## config.mk

```make
export PLATFORM = sky130hd
export DESIGN_NAME = demux_1_8_serializer
export DESIGN_NICKNAME = d
export VERILOG_FILES = /design/src/rtl/demux_1_8_serializer.sv
export SDC_FILE = /design/constraint.sdc
export NUM_CORES = 1
export LEC_CHECK = 0
export CORE_ASPECT_RATIO = 0.75
export CORE_MARGIN = 2
export CORE_UTILIZATION = 52
export DETAILED_ROUTE_END_ITERATION = 8
export GPL_TIMING_DRIVEN = 0
export PLACE_DENSITY = 0.81
export SETUP_SLACK_MARGIN = 0.05
export SYNTH_ARGS = -nofsm -noshare
export SYNTH_HDL_FRONTEND = slang
export SYNTH_SLANG_ARGS = --single-unit
export TNS_END_PERCENT = 1
```

## constraint.sdc

```tcl
create_clock -name clk -period 3.6 [get_ports clk]
set_input_delay 0.72 -clock clk [delete_from_list [all_inputs] [get_ports clk]]
set_output_delay 0.72 -clock clk [all_outputs]
set_load 0.1 [all_outputs]
```

## src/rtl/demux_1_8_serializer.sv

```systemverilog
// Serializer feeding a 1:8 demux. It captures a word and a channel, then shifts the
// word out MSB first on D, followed by a fixed idle gap.
module demux_1_8_serializer #(
    parameter int WIDTH = 8,
    parameter int GAP   = 2
) (
    input  logic             clk,
    input  logic             rst,
    input  logic             in_valid,
    output logic             in_ready,
    input  logic [2:0]       in_ch,
    input  logic [WIDTH-1:0] in_data,
    output logic             a,
    output logic             b,
    output logic             c,
    output logic             D,
    output logic             busy,
    output logic             frame_done
);
    localparam int MAXV = (WIDTH > GAP) ? ((WIDTH > 2) ? WIDTH : 2)
                                        : ((GAP > 2) ? GAP : 2);
    localparam int CW = $clog2(MAXV);
    localparam logic [CW-1:0] CNT_W = CW'(WIDTH - 1);
    localparam logic [CW-1:0] CNT_G = CW'((GAP > 0) ? GAP - 1 : 0);

    typedef enum logic [1:0] {IDLE, SHIFT, GAPS} state_t;

    state_t           state, state_n;
    logic [WIDTH-1:0] sreg, sreg_n;
    logic [CW-1:0]    cnt, cnt_n;
    logic [2:0]       sel, sel_n;
    logic             d_q, d_n, busy_q, busy_n, done_q, done_n;

    assign in_ready   = (state == IDLE) && !rst;
    assign {a, b, c}  = sel;
    assign D          = d_q;
    assign busy       = busy_q;
    assign frame_done = done_q;

    always_ff @(posedge clk) begin
        if (rst) begin
            state  <= IDLE;
            sreg   <= '0;
            cnt    <= '0;
            sel    <= '0;
            d_q    <= 1'b0;
            busy_q <= 1'b0;
            done_q <= 1'b0;
        end else begin
            state  <= state_n;
            sreg   <= sreg_n;
            cnt    <= cnt_n;
            sel    <= sel_n;
            d_q    <= d_n;
            busy_q <= busy_n;
            done_q <= done_n;
        end
    end

    // D is registered, so it is loaded with the bit the register will present next cycle.
    always_comb begin
        state_n = state;
        sreg_n  = sreg;
        cnt_n   = cnt;
        sel_n   = sel;
        d_n     = 1'b0;
        busy_n  = busy_q;
        done_n  = 1'b0;
        case (state)
            IDLE: begin
                busy_n = 1'b0;
                if (in_valid && in_ready) begin
                    state_n = SHIFT;
                    sreg_n  = in_data;
                    cnt_n   = CNT_W;
                    sel_n   = in_ch;
                    d_n     = in_data[WIDTH-1];
                    busy_n  = 1'b1;
                end
            end
            SHIFT: begin
                sreg_n = sreg << 1;
                if (cnt == '0) begin
                    done_n = 1'b1;
                    if (GAP == 0) begin
                        state_n = IDLE;
                        busy_n  = 1'b0;
                    end else begin
                        state_n = GAPS;
                        cnt_n   = CNT_G;
                        busy_n  = 1'b1;
                    end
                end else begin
                    cnt_n  = cnt - CW'(1);
                    d_n    = sreg_n[WIDTH-1];
                    busy_n = 1'b1;
                end
            end
            GAPS: begin
                if (cnt == '0) begin
                    state_n = IDLE;
                    busy_n  = 1'b0;
                end else begin
                    cnt_n  = cnt - CW'(1);
                    busy_n = 1'b1;
                end
            end
            default: begin
                state_n = IDLE;
                busy_n  = 1'b0;
            end
        endcase
    end
endmodule
```

== Word level (Yosys, flattened, before mapping) ==
Index checks and enable logic that the tools add are counted.
Storage, ports and cells
  bits in registers: 18
  input port bits: 14
Cells by class
  $add $sub $neg: 1
  eq/ne operators: 6
  multiplexer cells: 17
  bitwise logic cells: 1
  reductions and logical operators: 12
Operator list (count)
  7-bit case mux with 2 select lines: 1
  3-bit 2-to-1 mux: 3
  3-bit case mux with 3 select lines: 1
  7-bit 2-to-1 mux: 1
  2-bit 2-to-1 mux: 3
  2-bit inequality test, second input constant: 3
  2-bit case mux with 3 select lines: 1
  3-bit AND reduction: 2
  1-bit 2-to-1 mux: 5
  2-bit AND reduction: 2
  3-bit zero test: 1
  1-bit case mux with 3 select lines: 1
  3-bit nonzero test: 1
  3-bit by 1-bit subtractor with 3-bit output, second input constant: 1
  2-bit by 1-bit equality test with 1-bit output, second input constant: 1
  2-bit equality test, second input constant: 1
  1-bit logical AND: 2
  2-bit zero test: 1
  2-bit by 1-bit inequality test with 1-bit output, second input constant: 1
  1-bit case mux with 2 select lines: 1
  2-bit nonzero test: 1
  2-bit OR reduction: 1
  1-bit zero test: 1
  1-bit NOT: 1

== Depth between registers and ports, before layout ==
Gate-level depths: netlist of the first run.
  depth in word-level cells: 5
  depth in mapped cells: 8
  depth with buffers taken out: 6

== Worst setup path before layout of the first run ==
OpenSTA, ideal clock, no wires.
  path kind: input-to-output
  start point: in rst
  end point: out in_ready
  arrival time: 2.254 ns
  path slack: 0.626 ns
  cell stages on the path: 2
  path buffers: 1
  path through: clkbuf_1 > nor2b_1
Between the ends
  cells in the longest elaborated chain, start to end: 2
Ends and longest elaborated chain
  from (decl): line 8  | input logic rst,
  1-bit zero test: line 34  | assign in_ready = (state == IDLE) && !rst;
  1-bit logical AND: line 34
  to (decl): line 10  | output logic in_ready,
Every way passes these cells.

== Worst setup path after layout of the first run ==
Same ends and word-level chain as after synthesis.

==> results.json, run 1 <==
{
  "post-route-min-period_ps": 3420,
  "drt_iter0_drc": 8,
  "yosysTopAreaCell": "dfxtp_1",
  "worst_pin_slew_ps": 961,
  "synth_nets": 124,
  "period_share_pct": 95.1,
  "clockBufferDepth": 2,
  "grt_max_degree": 11,
  "ys_warn_count": 0,
  "drv_cap": 0,
  "crit_fanout": 10,
  "clk_pin_slew_worst_paths_ps": 100,
  "diodes": 0,
  "multi_input_area_um2": 536,
  "synth_cell_types": 29,
  "antenna_found_initial": 0,
  "powerDensity_mw_per_mm2": 870,
  "reg2reg_depth": 7,
  "yosysTopAreaCellShare_pct": 37.5,
  "drc_errors": 0,
  "power.share.clock_pct": 9.3,
  "outcome": "completed",
  "slew_viol_final": 0,
  "avgSynthCellArea_um2": 9.33,
  "path_depth": 4,
  "viasPerCell": 5.70,
  "dp_slack_ps": 192,
  "hold_buffers": 0,
  "port_buffers": 19,
  "core_mm2": 0.00174,
  "netlist_top_cells_area": "dfxtp_1 (38%), ha_1 (9.1%), mux2i_1 (7.3%)",
  "slew_headroom_pct": 35.8,
  "setup_ws_ps": 175,
  "ios": 21,
  "cts_num_sinks": 18,
  "final_cell_area_mm2": 0.00120,
  "worstPathCellList": "clkdlybuf4s50_1 -> clkbuf_1 -> nor2b_1 -> clkdlybuf4s50_1",
  "place_area_mm2": 0.00118,
  "clk_latency_ps": 290,
  "crit_buf_inv": 3,
  "worstSetupStartpointType": "primary input",
  "worstSetupPathType": "in2out",
  "comb_power_share_pct": 61.7,
  "ctsResizeCount": 0,
  "setup_tns_ps": 0,
  "skew_ps": 4.18,
  "hold_path_class": "reg2reg",
  "clock.fmax_mhz": 292,
  "grt_remaining_overflow": 0,
  "synth_area_um2": 961,
  "dp_hpwl_um": 1570,
  "dr_total_vias": 838,
  "stdcell_count": 147,
  "routed_wl_um": 2090,
  "start_util_pct": 55.2,
  "nFillCells": 124,
  "hold_violations": 0,
  "whs_path_depth": 2,
  "final_nets": 148,
  "dp_cells": 144,
  "first_pass_iters": 4,
  "first_global_vias": 765,
  "regArea_um2": 360,
  "slowest_delay_ps": 1140,
  "ir_drop_mv": 0.545,
  "cts.htree.levels": 1,
  "die_w_um": 53.6,
  "rsz0062_at_grt": "false",
  "power_switching_w": 0.000505,
  "synthCells": 103,
  "setup_viol_count_final": 0,
  "cp-end-kind": "primary output",
  "grt_pass1_wl_um": 3200,
  "internal_power_w": 0.000540,
  "cp_top_family": "buffers and inverters",
  "grt_usage_pct": 21.1,
  "cts_tree": "done",
  "post-cts-setup-buffer-count": 0,
  "pwr-share-seq_pct": 29.0,
  "die_y_um": 41.2,
  "worst_path_max_delay_cell": "clkdlybuf4s50_1",
  "ys_ff_latch": 18,
  "row_count": 13,
  "layout-drive-gt1-share_pct": 16.0,
  "cp.required_ps": 2880,
  "gp_congestion": 0.840,
  "power.leakage_nw": 0.451,
  "p_sw_share_pct": 48.3,
  "ys_seq_area_share_pct": 37.5,
  "cp.arrival_ps": 2700,
  "numCtsBuffers": 3,
  "syn_to_final_growth_pct": 25.0,
  "die_area_mm2": 0.00221,
  "wl_per_cell_um": 14.2,
  "crit_top_cell": "clkdlybuf4s50_1",
  "holdWs_ps": 468,
  "cts_root_buffer": "clkbuf_4",
  "ant_nets": 0
}
per-stage QoR:
stage	utilization [%]	total power, W
detailed placement	67.7	0.000949
global route	69.0	0.00112
global placement	67.7	0.000919
CTS	69.0	0.00105
finish	69.0	0.00105
floorplan	-	0.000813
synth_stat cells:
library cell / instances
a2bb2oi_1: 1
a211oi_1: 2
o21ai_0: 2
nand2b_1: 2
buf_6: 2
buf_2: 2
a211oi_2: 4
dfxtp_1: 18
nand2b_4: 1
nor3_1: 1
ha_1: 7
mux2i_2: 1
nor2_2: 4
buf_4: 1
nor2b_1: 3
a211o_1: 1
nand3_1: 4
a31oi_1: 2
mux2i_1: 7
clkbuf_1: 1
inv_4: 1
o22ai_1: 1
o22a_1: 1
a21oi_1: 9
a311oi_1: 4
a21oi_2: 1
nor2_1: 6
inv_1: 4
nand2_1: 10
flip-flops by register name, indices dropped and copies added, names as in the netlist:
register	flops
sreg	7
cnt	3
sel	3
state	2
D	1
busy	1
frame_done	1
final timing paths:
kind,startpoint,end,slack [ps]
min reg2reg,sel[0]$_SDFFE_PP0P_,sel[0]$_SDFFE_PP0P_,470
max reg2reg,state[1]$_SDFFE_PP0P_,state[0]$_SDFFE_PP0P_,1920
min,sel[0]$_SDFFE_PP0P_,sel[0]$_SDFFE_PP0P_,470
max,rst,in_ready,180
area by class of cell:
cell class,instances,share of cell area [%]
plain buffers,6,3.65
repair buffers,19,15.8
inverters,5,1.77
multi-input cells,74,44.6
well taps,22,2.29
clock buffers,3,1.88
flip-flops and latches,18,30.0
power by group through the flow:
stage	clock network [W]	registers, W	logic, W
after floorplan	0	0.000391	0.000422
after global placement	0	0.000301	0.000617
after detailed placement	0	0.000308	0.000641
after CTS	0.0000997	0.000303	0.000645
after global routing	0.000110	0.000311	0.000694
final	0.0000972	0.000303	0.000645
per-layer routing:
metal / global-route usage, % / vias to the layer above / share of wire [%] / routed length [µm]
met5: 0 / - / 0 / 0
met1: 24.0 / 404 / 46 / 950
met2: 38.9 / 21 / 50 / 1050
met4: 4.49 / 0 / 0.48 / 10
li1: - / 411 / - / -
met3: 7.66 / 2 / 3.7 / 78
cell families (layout without fill, tap and decap cells):
group,Yosys count,in the layout,synth area share [%]
AOI/OAI and AO/OA,28,28,21.7
adders and majority gates,7,7,9.11
buffers and inverters,11,33,6.77
DFF,18,18,37.5
muxes,8,8,8.72
and+or+nand+nor,31,31,16.1
tightest hold or removal path: stages, from the launching register on:
cell,delay [ps]
dfxtp_1,320
nand2_1,50
a21oi_1,50
cell usage in the layout, fill, tap and decap left out, types with 3 or more instances in the layout:
cell type / instances
mux2i_1: 7
clkdlybuf4s50_1: 19
inv_1: 4
a311oi_1: 4
nand3_1: 4
a211oi_2: 4
nor2b_1: 3
dfxtp_1: 18
a21oi_1: 9
nor2_1: 6
ha_1: 7
clkbuf_4: 3
nand2_1: 10
nor2_2: 4
No activity file was read; power rests on OpenSTA's default activity.
==> inputs of run 2 (changes only) <==
CORE_UTILIZATION = 55   (was 52)
CTS_BUF_LIST = sky130_fd_sc_hd__clkbuf_8   (was not set)
PLACE_DENSITY = 0.85   (was 0.81)
TNS_END_PERCENT = not set   (was 1)
==> run 2 against run 1 <==
Effect of this change:
- clock-buffer cell count stayed put
- largest power group unchanged
- highest routed layer unchanged
- sequential cell count stayed put
- power is 3.8% higher
- via count is 7.0% lower
- wire length is 4.1% lower
- global-route usage is 0.47 points higher
- final cell count stayed put
- clock power is 37% higher
- critical path depth stayed put
- clock skew is 3.5 ps lower
- sequential power hardly changed
==> results.json, run 2 (synthesis results as in run 1) <==
{
  "dr_total_vias": 779,
  "die_y_um": 40.2,
  "clk_latency_ps": 250,
  "top_regs": "sreg (7), cnt (3), sel (3)",
  "worstPathCellList": "clkdlybuf4s50_1 -> clkbuf_1 -> nor2b_1 -> clkdlybuf4s50_1",
  "diodes": 0,
  "drv_cap": 0,
  "worstSetupStartpointType": "primary input",
  "nFillCells": 130,
  "post-cts-setup-buffer-count": 0,
  "cp.required_ps": 2880,
  "routed_wl_um": 2000,
  "cp-startpoint": "rst",
  "critPathCapture": "in_ready",
  "reg2reg_depth": 7,
  "drt_iter0_drc": 11,
  "port_buffers": 19,
  "worstSetupPathType": "in2out",
  "worst_path_max_delay_cell": "clkdlybuf4s50_1",
  "holdCritStartpoint": "sel[0]$_SDFFE_PP0P_",
  "antenna_found_initial": 0,
  "grt_remaining_overflow": 0,
  "final_cell_mix": "clkdlybuf4s50_1 (19), dfxtp_1 (18), nand2_1 (10)",
  "hold_path_class": "reg2reg",
  "cp.arrival_ps": 2680,
  "syn_to_final_growth_pct": 27.0,
  "clockBufferDepth": 2,
  "numCtsBuffers": 3,
  "layout-drive-gt1-share_pct": 16.0,
  "ios": 21,
  "clk_pin_slew_worst_paths_ps": 60,
  "start_util_pct": 56.8,
  "viasPerCell": 5.30,
  "first_pass_iters": 4,
  "setup_viol_count_final": 0,
  "dp_hpwl_um": 1480,
  "hold_buffers": 0,
  "gp_congestion": 0.814,
  "layout_commonest_cell": "clkdlybuf4s50_1",
  "grt_usage_pct": 21.6,
  "grt_pass1_wl_um": 3190,
  "grt_max_degree": 11,
  "path_depth": 4,
  "row_count": 13,
  "final_nets": 148,
  "cts_num_sinks": 18,
  "setup_tns_ps": 0,
  "period_share_pct": 94.6,
  "outcome": "completed",
  "slew_viol_final": 0,
  "cp_top_family": "buffers and inverters",
  "cts_root_buffer": "clkbuf_8",
  "regToRegSetupSlack_ps": 1900,
  "slowest_delay_ps": 1140,
  "wl_per_cell_um": 13.6,
  "largest_register": "sreg",
  "reg2reg_from": "state[1]$_SDFFE_PP0P_",
  "worst_pin_slew_ps": 967,
  "cts_tree": "done",
  "crit_top_cell": "clkdlybuf4s50_1",
  "ant_nets": 0,
  "drc_errors": 0,
  "cp-end-kind": "primary output",
  "first_global_vias": 767,
  "hold_violations": 0,
  "rsz0062_at_grt": "false",
  "ir_drop_mv": 0.622,
  "ctsResizeCount": 0,
  "holdWs_ps": 453,
  "die_area_mm2": 0.00210,
  "die_w_um": 52.3,
  "crit_fanout": 10,
  "cts.htree.levels": 1,
  "power.leakage_nw": 0.459,
  "slew_headroom_pct": 35.3,
  "largest_register_ffs": 7,
  "clock.fmax_mhz": 294,
  "core_mm2": 0.00169,
  "post-route-min-period_ps": 3400,
  "crit_buf_inv": 3,
  "r2r-end": "state[0]$_SDFFE_PP0P_",
  "skew_ps": 0.660,
  "powerDensity_mw_per_mm2": 889
}
[run 2: worst reg2reg max path: cells and delay by family (launching register included)]
kind	cells	cell delay [ps]
and+or+nand+nor	2	230
AOI/OAI and AO/OA	1	250
muxes	1	230
adders and majority gates	1	200
buffers and inverters	2	270
DFF	1	400
[run 2: cell type report]
class	instances	area, µm²	area share, %
Buffer	6	43.8	3.59
Timing Repair Buffer	19	190	15.6
Sequential cell	18	360	29.5
Clock buffer	3	41.3	3.38
Tap cell	22	27.5	2.26
Inverter	5	21.3	1.74
Multi-Input combinational cell	74	536	43.9
[run 2: how the worst min path moves through the flow]
| stage | to | slack (ps) | cells past startpoint |
|---|---|---|---|
| 2_1_floorplan | D$_SDFF_PP0_ | 440 | 2 |
| 3_3_place_gp | sel[2]$_SDFFE_PP0P_ | 440 | 2 |
| 3_5_place_dp | sel[0]$_SDFFE_PP0P_ | 450 | 2 |
| 4_1_cts | sel[0]$_SDFFE_PP0P_ | 450 | 2 |
| 5_1_grt | sel[1]$_SDFFE_PP0P_ | 490 | 2 |
| 6_report | sel[0]$_SDFFE_PP0P_ | 450 | 2 |
[run 2: layer usage]
metal,share of wire (%),GRT usage [%],up-vias
met5,0,0,-
met4,0.40,7.69,0
met3,4.6,8.21,2
met2,49,40.2,17
met1,46,23.1,352
li1,-,-,408
[run 2: where the power goes]
part / internal, W / switching [W]
Sequential: 0.000262 / 0.0000403
Combinational: 0.000240 / 0.000409
Clock: 0.0000742 / 0.0000590
[run 2: through the flow]
stage | power, W | setup WS (ps) | instances | area [µm²] | util, %
floorplan | 0.000813 | 626 | 103 | 961 | -
global placement | 0.000917 | 202 | 144 | 1180 | 69.7
detailed placement | 0.000947 | 188 | 144 | 1180 | 69.7
CTS | 0.00109 | 192 | 147 | 1220 | 72.1
global route | 0.00116 | 85.7 | 147 | 1220 | 72.1
finish | 0.00108 | 196 | 147 | 1220 | 72.1
==> inputs of run 3 (changes only) <==
CELL_PAD_IN_SITES_DETAIL_PLACEMENT = 1   (was not set)
CELL_PAD_IN_SITES_GLOBAL_PLACEMENT = 1   (was not set)
CORE_UTILIZATION = 42   (was 55)
PLACE_DENSITY = 0.86   (was 0.85)
==> run 3 against run 2 <==
Effect of this change:
- clock skew about the same
- sequential share of layout area down 0.060 points
- register-to-register slack worse by 170 ps
- critical path type unchanged
- setup slack worse by 36 ps
- sequential power up 2%
- final cell count up 1.4%
- via count up 6.5%
- non-clock buffer count unchanged
- critical endpoint unchanged
==> results.json, run 3 (synthesis results as in run 1) <==
{
  "outcome": "completed",
  "diodes": 0,
  "comb_power_share_pct": 59.6,
  "slew_headroom_pct": 35.1,
  "cts.htree.levels": 1,
  "gp_congestion": 0.815,
  "layout_commonest_cell": "clkdlybuf4s50_1",
  "hold_buffers": 0,
  "dr_total_vias": 830,
  "final_cell_mix": "clkdlybuf4s50_1 (19), dfxtp_1 (18), nand2_1 (10)",
  "first_pass_iters": 4,
  "layout-drive-gt1-share_pct": 16.0,
  "worst_path_max_delay_cell": "clkdlybuf4s50_1",
  "drt_iter0_drc": 15,
  "numCtsBuffers": 3,
  "setup_tns_ps": 0,
  "cp.required_ps": 2880,
  "ant_nets": 0,
  "clock.fmax_mhz": 291,
  "largest_register_ffs": 7,
  "grt_remaining_overflow": 0,
  "rsz0062_at_grt": "false",
  "worstSetupStartpointType": "primary input",
  "routed_wl_um": 2350,
  "port_buffers": 19,
  "cts_tree": "done",
  "die_area_mm2": 0.00269,
  "ctsResizeCount": 0,
  "ir_drop_mv": 0.451,
  "worstPathCellList": "clkdlybuf4s50_1 -> clkbuf_1 -> nor2b_1 -> clkdlybuf4s50_1",
  "pwr-share-seq_pct": 27.9,
  "grt_max_degree": 11,
  "worstSetupPathType": "in2out",
  "final_nets": 148,
  "cts_root_buffer": "clkbuf_8",
  "hold_violations": 0,
  "slowest_delay_ps": 1140,
  "die_w_um": 59.2,
  "power_switching_w": 0.000530,
  "top_regs": "sreg (7), cnt (3), sel (3)",
  "stdcell_count": 149,
  "power.share.clock_pct": 12.5,
  "period_share_pct": 95.6,
  "start_util_pct": 46.1,
  "cts_num_sinks": 18,
  "clk_latency_ps": 250,
  "cp-end-kind": "primary output",
  "drv_cap": 0,
  "power.leakage_nw": 0.459,
  "viasPerCell": 5.57,
  "ios": 21,
  "worst_pin_slew_ps": 970,
  "crit_fanout": 10,
  "clk_pin_slew_worst_paths_ps": 60,
  "die_y_um": 45.4,
  "core_mm2": 0.00208,
  "wl_per_cell_um": 15.8,
  "drc_errors": 0,
  "largest_register": "sreg",
  "clockBufferDepth": 2,
  "grt_usage_pct": 20.3,
  "setup_viol_count_final": 0,
  "p_sw_share_pct": 47.9,
  "syn_to_final_growth_pct": 27.2,
  "powerDensity_mw_per_mm2": 905,
  "post-route-min-period_ps": 3440,
  "antenna_found_initial": 0,
  "row_count": 14,
  "first_global_vias": 857,
  "dp_hpwl_um": 1720,
  "internal_power_w": 0.000577,
  "crit_top_cell": "clkdlybuf4s50_1",
  "dp_cells": 146,
  "skew_ps": 0.659,
  "grt_pass1_wl_um": 4000,
  "hold_path_class": "reg2reg",
  "cp.arrival_ps": 2720,
  "post-cts-setup-buffer-count": 0,
  "slew_viol_final": 0
}
-- run 3: cell counts in the layout (fill, tap and decap cells not counted) --
No cell type changed its count.
-- run 3: metal layers --
layer  global-route usage, %  vias to the layer above  routed length, µm
li1                        -                      409                  -
met1                    24.4                      380               1030
met2                    35.2                       33               1130
met3                    5.97                        8                149
met4                    6.82                        0                 39
met5                       0                        -                  0
-- run 3: metrics by stage --
| step | total power, W | worst slack (ps) | util (%) | hold WS [ps] | area, µm² |
|---|---|---|---|---|---|
| 3_5_place_dp | 0.000960 | 155 | 56.7 | 449 | 1180 |
| 4_1_cts | 0.00111 | 150 | 58.6 | 458 | 1220 |
| 2_1_floorplan | 0.000813 | 626 | - | 437 | 961 |
| 5_1_grt | 0.00118 | 61.1 | 58.6 | 493 | 1220 |
| 3_3_place_gp | 0.000926 | 177 | 56.7 | 440 | 1180 |
| 6_report | 0.00111 | 160 | 58.6 | 453 | 1220 |
-- run 3: final cells by class --
type                            count  area [µm²]
Clock buffer                        3        41.3
Multi-Input combinational cell     74         536
Timing Repair Buffer               19         190
Tap cell                           24        30.0
Fill cell                         242         862
Sequential cell                    18         360
Buffer                              6        43.8
Inverter                            5        21.3
-- run 3: worst paths after layout --
path | end | depth (start not counted) | slack (ps) | start
max | in_ready | 4 | 160 | rst
min | sel[0]$_SDFFE_PP0P_ | 2 | 450 | sel[0]$_SDFFE_PP0P_
max reg2reg | state[0]$_SDFFE_PP0P_ | 6 | 1730 | cnt[0]$_SDFFE_PP0P_
min reg2reg | sel[0]$_SDFFE_PP0P_ | 2 | 450 | sel[0]$_SDFFE_PP0P_
-- run 3: power groups by stage --
stage	sequential (W)	clock, W	combinational, W
6_report	0.000309	0.000138	0.000659
5_1_grt	0.000314	0.000146	0.000720
3_3_place_gp	0.000302	0	0.000624
3_5_place_dp	0.000311	0	0.000649
2_1_floorplan	0.000391	0	0.000422
4_1_cts	0.000309	0.000140	0.000657
-- run 3: worst max-delay path, delay by kind of cell --
family	cells	cell delay, ps
buffers and inverters	3	1830
AND/OR/NAND/NOR	1	170
